**src/rtl/axi_lite_slave_regs.sv**
```systemverilog
// AXI4-Lite responder exposing NUM_REGS byte-strobed registers; one outstanding write and one read, independent paths.
// Optional AXIL_SLV_ADDR_CHECK_EN: out-of-range accesses get SLVERR instead of aliasing modulo NUM_REGS.
module axi_lite_slave_regs #(
  parameter int ADDR_WIDTH = 32,
  parameter int DATA_WIDTH = 32,
  parameter int NUM_REGS   = 16
) (
  input  logic                             aclk,
  input  logic                             areset,
  input  logic [ADDR_WIDTH-1:0]            awaddr,
  input  logic                             awvalid,
  output logic                             awready,
  input  logic [DATA_WIDTH-1:0]            wdata,
  input  logic [DATA_WIDTH/8-1:0]          wstrb,
  input  logic                             wvalid,
  output logic                             wready,
  output logic [1:0]                       bresp,
  output logic                             bvalid,
  input  logic                             bready,
  input  logic [ADDR_WIDTH-1:0]            araddr,
  input  logic                             arvalid,
  output logic                             arready,
  output logic [DATA_WIDTH-1:0]            rdata,
  output logic [1:0]                       rresp,
  output logic                             rvalid,
  input  logic                             rready,
  output logic [NUM_REGS*DATA_WIDTH-1:0]   regs_out,
  output logic                             wr_pulse,
  output logic [$clog2(NUM_REGS)-1:0]      wr_idx
);
  localparam int STRB_W   = DATA_WIDTH / 8;
  localparam int ADDR_LSB = $clog2(STRB_W);
  localparam int IDX_W    = $clog2(NUM_REGS);

  typedef enum logic [1:0] {WR_IDLE, WR_WAIT_W, WR_WAIT_A, WR_RESP} wr_state_t;
  typedef enum logic {RD_IDLE, RD_DATA} rd_state_t;

  wr_state_t wr_state, wr_next;
  rd_state_t rd_state, rd_next;

  logic [DATA_WIDTH-1:0] regs [NUM_REGS];
  logic [ADDR_WIDTH-1:0] awaddr_q;
  logic [DATA_WIDTH-1:0] wdata_q;
  logic [STRB_W-1:0]     wstrb_q;

  logic                  aw_hs, w_hs, ar_hs, wr_commit;
  logic [ADDR_WIDTH-1:0] cm_addr;
  logic [DATA_WIDTH-1:0] cm_data;
  logic [STRB_W-1:0]     cm_strb;
  logic [IDX_W-1:0]      cm_idx, rd_idx;
  logic                  cm_ok, rd_ok;
  logic                  unused_addr_bits;

  assign aw_hs  = awvalid && awready;
  assign w_hs   = wvalid && wready;
  assign ar_hs  = arvalid && arready;
  assign cm_idx = cm_addr[ADDR_LSB +: IDX_W];
  assign rd_idx = araddr[ADDR_LSB +: IDX_W];
  assign unused_addr_bits = ^{cm_addr, araddr};

`ifdef AXIL_SLV_ADDR_CHECK_EN
  assign cm_ok = (cm_addr >> (ADDR_LSB + IDX_W)) == '0;
  assign rd_ok = (araddr >> (ADDR_LSB + IDX_W)) == '0;
`else
  assign cm_ok = 1'b1;
  assign rd_ok = 1'b1;
`endif

  always_ff @(posedge aclk) begin
    if (areset) wr_state <= WR_IDLE;
    else        wr_state <= wr_next;
  end

  always_comb begin
    wr_next = wr_state;
    unique case (wr_state)
      WR_IDLE: begin
        if (aw_hs && w_hs) wr_next = WR_RESP;
        else if (aw_hs)    wr_next = WR_WAIT_W;
        else if (w_hs)     wr_next = WR_WAIT_A;
      end
      WR_WAIT_W: if (w_hs)   wr_next = WR_RESP;
      WR_WAIT_A: if (aw_hs)  wr_next = WR_RESP;
      WR_RESP:   if (bready) wr_next = WR_IDLE;
      default:   wr_next = WR_IDLE;
    endcase
  end

  // Readies come from state only; reset is the sole input allowed to mask them.
  always_comb begin
    awready = 1'b0;
    wready  = 1'b0;
    bvalid  = 1'b0;
    unique case (wr_state)
      WR_IDLE:   begin awready = 1'b1; wready = 1'b1; end
      WR_WAIT_W: wready  = 1'b1;
      WR_WAIT_A: awready = 1'b1;
      WR_RESP:   bvalid  = 1'b1;
      default:   ;
    endcase
    if (areset) begin
      awready = 1'b0;
      wready  = 1'b0;
    end
  end

  // Whichever half arrived earlier comes from the latch, the other from the live bus.
  always_comb begin
    wr_commit = 1'b0;
    cm_addr   = awaddr;
    cm_data   = wdata;
    cm_strb   = wstrb;
    unique case (wr_state)
      WR_IDLE:   wr_commit = aw_hs && w_hs;
      WR_WAIT_W: begin wr_commit = w_hs;  cm_addr = awaddr_q; end
      WR_WAIT_A: begin wr_commit = aw_hs; cm_data = wdata_q; cm_strb = wstrb_q; end
      default:   ;
    endcase
  end

  always_ff @(posedge aclk) begin
    if (areset) begin
      for (int i = 0; i < NUM_REGS; i++) regs[i] <= '0;
      awaddr_q <= '0;
      wdata_q  <= '0;
      wstrb_q  <= '0;
      bresp    <= 2'b00;
      wr_pulse <= 1'b0;
      wr_idx   <= '0;
    end else begin
      wr_pulse <= 1'b0;
      if (aw_hs) awaddr_q <= awaddr;
      if (w_hs) begin
        wdata_q <= wdata;
        wstrb_q <= wstrb;
      end
      if (wr_commit) begin
        bresp <= cm_ok ? 2'b00 : 2'b10;
        if (cm_ok) begin
          wr_pulse <= 1'b1;
          wr_idx   <= cm_idx;
          for (int b = 0; b < STRB_W; b++)
            if (cm_strb[b]) regs[cm_idx][8*b +: 8] <= cm_data[8*b +: 8];
        end
      end
    end
  end

  always_ff @(posedge aclk) begin
    if (areset) rd_state <= RD_IDLE;
    else        rd_state <= rd_next;
  end

  always_comb begin
    rd_next = rd_state;
    unique case (rd_state)
      RD_IDLE: if (ar_hs)  rd_next = RD_DATA;
      RD_DATA: if (rready) rd_next = RD_IDLE;
      default: rd_next = RD_IDLE;
    endcase
  end

  always_comb begin
    arready = (rd_state == RD_IDLE) && !areset;
    rvalid  = (rd_state == RD_DATA);
  end

  // regs[] is sampled before any same-edge write lands, so a colliding read sees the old value.
  always_ff @(posedge aclk) begin
    if (areset) begin
      rdata <= '0;
      rresp <= 2'b00;
    end else if (ar_hs) begin
      rdata <= rd_ok ? regs[rd_idx] : '0;
      rresp <= rd_ok ? 2'b00 : 2'b10;
    end
  end

  for (genvar g = 0; g < NUM_REGS; g++) begin : g_out
    assign regs_out[g*DATA_WIDTH +: DATA_WIDTH] = regs[g];
  end

endmodule

```
**config.mk**
```make
export PLATFORM = sky130hd
export DESIGN_NAME = axi_lite_slave_regs
export DESIGN_NICKNAME = d
export VERILOG_FILES = /design/src/rtl/axi_lite_slave_regs.sv
export SDC_FILE = /design/constraint.sdc
export NUM_CORES = 1
export LEC_CHECK = 0
export BUFFER_PORTS_ARGS = -buffer_cell sky130_fd_sc_hd__buf_2
export CAP_MARGIN = 5
export CORE_UTILIZATION = 30
export DETAILED_ROUTE_END_ITERATION = 8
export RECOVER_POWER = 50
export SLEW_MARGIN = 20
export SYNTH_ARGS = -nofsm -noshare
export SYNTH_HDL_FRONTEND = slang
export SYNTH_SLANG_ARGS = --single-unit
```
**constraint.sdc**
```tcl
create_clock -name aclk -period 2.6 [get_ports aclk]
set_input_delay 0.52 -clock aclk [delete_from_list [all_inputs] [get_ports aclk]]
set_output_delay 0.52 -clock aclk [all_outputs]
set_load 0.03 [all_outputs]
```
Word-level counts from Yosys, hierarchy flattened

Memory sizes are Yosys's and may differ from the RTL's. A register that Yosys moved wholly into a read port is not among the register bits.
Cells that the tools add are included.

Equal/unequal tests: 7
Muxes and demuxes: 41
Bitwise operators: 1
Reductions and logical operators: 11

Operators with widths:

| kind                 | count |
|---|---|
| $mux W32             | 2 |
| $reduce_or A32 Y1    | 1 |
| $mux W1              | 26 |
| $mux W2              | 6 |
| $mux W4              | 3 |
| $pmux W2 S4          | 1 |
| $mux W6              | 1 |
| $ne A2 B2 Y1 const B | 3 |
| $logic_and A1 B1 Y1  | 5 |
| $eq A2 B2 Y1 const B | 2 |
| $ne A4 B4 Y1 const B | 1 |
| $reduce_and A4 Y1    | 1 |
| $reduce_or A2 Y1     | 2 |
| $pmux W1 S3          | 1 |
| $eq A2 B1 Y1 const B | 1 |
| $logic_not A2 Y1     | 1 |
| $pmux W1 S2          | 1 |
| $logic_not A1 Y1     | 1 |
| $not A1 Y1           | 1 |

Flip-flop bits (word level): 50
Memory bits (writable): 512
Bits of input ports: 107
Output and inout port bits: 558
Word-level logic and storage cells: 68
Memories: 1

Memories:

| name | words | bits a word | rd ports | clocked after Yosys merged registers in | write ports | line | text |
|---|---|---|---|---|---|---|---|
| regs | 16    | 32          | 17       | 1                                       | 16          | 41   | `logic [DATA_WIDTH-1:0] regs [NUM_REGS];` |

Depth between registers and ports, before layout

Word-level depth: 12
Depth in mapped cells: 11
Gate-level depth less buffers: 7

Worst setup path before layout

Ideal clock, no wire load.

Path kind: flip-flop to flip-flop
Start point: register wr_state[1]
End point: memory regs[0][16], enable pin
Setup time: 0.303 ns
Arrival: 1.916 ns
Required time: 2.297 ns
Slack: 0.381 ns
Stages on the path, launching flop included: 12
Buffers on the path: 4
Clock period less this slack: 2.219 ns
Cell sequence: dfxtp_1 -> inv_1 -> ha_1 -> buf_6 -> nand2b_1 -> a32o_1 -> a22o_1 -> buf_2 -> buf_6 -> buf_12 -> nand3_4 -> nand2_1

RTL lines:

| element                | line | text |
|---|---|---|
| start, declared        | 38   | `wr_state_t wr_state, wr_next;` |
| start signal, assigned | 71   | `else wr_state <= wr_next;` |
| end, declared          | 41   |  |

==> results by group <==
Floorplanning
  • Number of top-level design ports: 665
  • Site Rows: 108
  • DIE HEIGHT: 298 µm
  • Core Footprint: 86800 µm²
  • Starting Density: 0.303
  • Full die area: 88900 µm²
  • Die width: 298 µm

Logic synthesis
  • Synthesized instance count: 1944
  • Main area contributors after synthesis: edfxtp_1, mux4_2, nor2_1, dfxtp_1, mux2i_1
  • Post-synthesis instance area: 26300 µm²
  • Most used standard cell by instance count after synthesis: nor2_1
  • Adder-cell share of the synthesized area: 0.00190
  • List of most frequent post-synthesis cells: nor2_1, edfxtp_1, nand2_1, mux2i_1, mux4_2
  • Share of the synthesized area in the top cell type: 0.585
  • Mean Syn Cell Area: 13.5 µm²
  • Dominant combinational cell family by area after synthesis: simple AND/OR/NAND/NOR gates
  • Leading area contributor after synthesis: edfxtp_1
  • Main synth FF type: edfxtp_1
  • Number of flip-flops and latches in the synthesized netlist: 592
  • Proportion of synthesized chip area in sequential cells: 0.645
  • Yosys warning count: 0
  • Xor-xnor portion of the synthesized cell area: 0
  • Asr flop ratio synth: 0
  • Fraction of synthesized area in multiplexers: 0.136
  • Compound-gate portion of the synthesized area: 0.0416
  • Number of enable-type register cells in the synthesized netlist: a little over 500
  • Distinct cell type count after synthesis: 51
  • Synth Area in Simple Gates: 0.145

STA
  • Setup violators final: 0
  • Period minus WS final: 2.46 ns
  • RSZ-0062 raised after global routing: true
  • Least-Margin Pin Slew: about 1.1 ns
  • Worst slew margin: 0.279
  • Number of hold violations in the final report: 0
  • Fin Setup TNS: 0 ns
  • Upper clock frequency limit: 0.406 GHz
  • Clock Skews: between 0.02 and 0.025 ns
  • Slew Viols, Final: 0
  • Period utilization: 0.947

Detailed routing
  • Total vias in the final route: 19768
  • Post-route ant nets: 0
  • Total Wirelength: 98200 µm
  • DRT iter0 DRCs: 1917
  • Post-DR wirelength/cell: 25.1 µm
  • Number of detailed-route iterations in the first pass: 5
  • Post-route DRC violation count: 0
  • Post-detailed-route via-to-cell ratio: just over 5

Global route
  • Total congestion overflow: 0
  • Tot GR Track Use: 0.213
  • Via count of the first global-routing pass: 19156
  • First-pass GRT wire length: ~140000 µm
  • Pin count of the biggest net entering global routing: ~100
  • Initial antenna violation count: 9

Clocking
  • CTS sink cnt: 592
  • Clock-pin transition on the worst setup and hold timing paths: roughly 0.060 ns
  • Post-CTS Repair Setup Buffers: 0
  • TritonCTS Buffers: 67
  • TritonCTS clock tree: yes
  • Maximum root-to-sink buffer count: 3
  • Clock Tree Root: clkbuf_16
  • Count of H-tree levels built during CTS: 3
  • Worst-skew pair later-pin latency: a little over 0.6 ns

Worst hold path
  • Start point of the worst hold path: wstrb[3]
  • Number of cells on the worst hold path: 3
  • Path type of the worst min-delay path: in -> reg
  • Terminating pin of the worst hold path: wstrb_q[3]$_SDFFE_PP0P_

Setup path
  • List of cells traversed by the critical path: buf_4, ha_1, nor2_1, buf_12, nand2_1, nor2_2, nand3_4, nand2_1
  • Internal reg-to-reg setup slack: ~0.14 ns
  • R2R cell count: 8
  • Cell class contributing the biggest share of worst-path delay: simple AND/OR/NAND/NOR gates
  • Crit-path max cell delay: 0.43 ns
  • Cell repeated most along the worst path: nand2_1
  • Reg2reg end: regs[3][16]$_SDFFCE_PN0P_
  • Slowest CP cell: nor2_2
  • Kind of start point of the critical path: flip-flop
  • Arr. time, crit path: 2.71 ns
  • Worst setup EP type: flip-flop
  • R2r startpoint: wr_state[1]$_SDFFE_PP0P_
  • Maximum fanout encountered on the critical timing path: 12
  • Worst path bufs/invs: 2
  • Req. time, crit path: 2.85 ns
  • Category of the most critical setup path: reg -> reg

Run status
  • Run status: finished clean

Power
  • Power per standard cell area: 773 nW/µm²
  • Highest ir drop seen on vdd: 0.571 mV
  • Total power: 25900 µW
  • Leakage: 0.0118 µW

Run
  • Max-cap violation count: 0

Final layout
  • Share of post-route cells with drive strength above 1: 0.202
  • Layout Area Growth over Synthesis: 27.3%
  • Net count of the finished layout: 2806

Place
  • Final weighted congestion in routability-driven placement: ~0.9
  • Count of input and output buffers: 604
  • HPWL after detailed placement: approximately 74000 µm
==> power by group <==
part / switching (µW) / internal (µW)
Combinational: 3700 / 1490
Clock: 3990 / 5390
Sequential: 423 / 10900
Total: 8120 / 17800
==> sequential cells by signal, summed over array words and instances, names as in the netlist <==
register / flops
wdata_q: 32
wr_state: 2
wr_pulse: 1
awaddr_q: 4
regs: 512
wstrb_q: 4
wr_idx: 4
rvalid: 1
rdata: 32
==> cell families (layout without fill, tap and decap cells) <==
| kind of cell | Yosys count | in the layout |
|---|---|---|
| buffers and inverters | 140 | 942 |
| other | 1 | 7 |
| adders and majority gates | 4 | 4 |
| and+or+nand+nor | 810 | 810 |
| AOI/OAI and AO/OA | 161 | 161 |
| muxes | 236 | 236 |
| DFF | 592 | 592 |
==> timing repair <==
action                                  CTS  global route
hold buffers                              0             0
resized for setup                         0             3
endpoints found under the setup margin    0           120
==> worst max path at each step <==
stage / from / end / slack (ns) / depth (start not counted)
final: wr_state[1]$_SDFFE_PP0P_ / regs[3][16]$_SDFFCE_PN0P_ / 0.14 / 8
after global routing: wr_state[1]$_SDFFE_PP0P_ / regs[1][21]$_SDFFCE_PN0P_ / -0.00007 / 8
after CTS: wr_state[1]$_SDFFE_PP0P_ / regs[15][3]$_SDFFCE_PN0P_ / 0.02 / 9
after detailed placement: wr_state[1]$_SDFFE_PP0P_ / regs[15][5]$_SDFFCE_PN0P_ / 0.04 / 9
after global placement: wr_state[1]$_SDFFE_PP0P_ / regs[3][0]$_SDFFCE_PN0P_ / 0.08 / 9
after floorplan: wr_state[1]$_SDFFE_PP0P_ / regs[0][16]$_SDFFCE_PN0P_ / 0.38 / 11
==> per-layer routing <==
metal / track usage / share of wire / up-vias
met5: 0 / 0.00057 / -
met4: 0.0652 / 0.030 / 10
met3: 0.0400 / 0.073 / 177
met2: 0.360 / 0.49 / 980
met1: 0.275 / 0.41 / 10008
li1: - / - / 8593
==> tightest hold or removal path, stage by stage <==
cell	delay, ns
buf_2	0.09
nand2_1	0.04
o21ai_0	0.05
==> stage by stage <==
| step | utilization | setup slack [ns] | hold WS [ns] | std cells | cell area, µm² |
|---|---|---|---|---|---|
| 2_1_floorplan | - | 0.381 | 0.432 | 1947 | 26300 |
| 3_3_place_gp | 0.370 | 0.0755 | 0.443 | 3781 | 32100 |
| 3_5_place_dp | 0.370 | 0.0426 | 0.450 | 3781 | 32100 |
| 4_1_cts | 0.395 | 0.0154 | 0.0779 | 3904 | 34200 |
| 5_1_grt | 0.386 | -0.0000699 | 0.0994 | 3907 | 33500 |
| 6_report | 0.386 | 0.137 | 0.128 | 3907 | 33500 |
==> layout make-up <==
class                   instances  area [µm²]
flip-flops and latches        592       17000
multi-input cells            1215        8590
clock inverters                29         330
diodes                          3        7.51
inverters                       7        28.8
fillers                      8650       53300
well taps                    1155        1450
repair buffers                812        4270
clock buffers                  94        1830
==> placed cells by master (no fill, tap or decap), drive strengths merged, types with 6 or more instances in the layout <==
master | netlist | routed
buf | 72 | 255
clkbuf | 61 | 651
clkinv | 0 | 20
edfxtp | 512 | 512
inv | 7 | 10
dfxtp | 80 | 80
mux4 | 97 | 97
nand2b | 7 | 7
a211oi | 6 | 6
nand3 | 63 | 63
o21ai | 74 | 74
a221oi | 31 | 31
mux2i | 135 | 135
nand2 | 174 | 174
o211ai | 31 | 31
nor2 | 546 | 546
a21oi | 11 | 11
No activity file was read; power rests on OpenSTA's default activity.
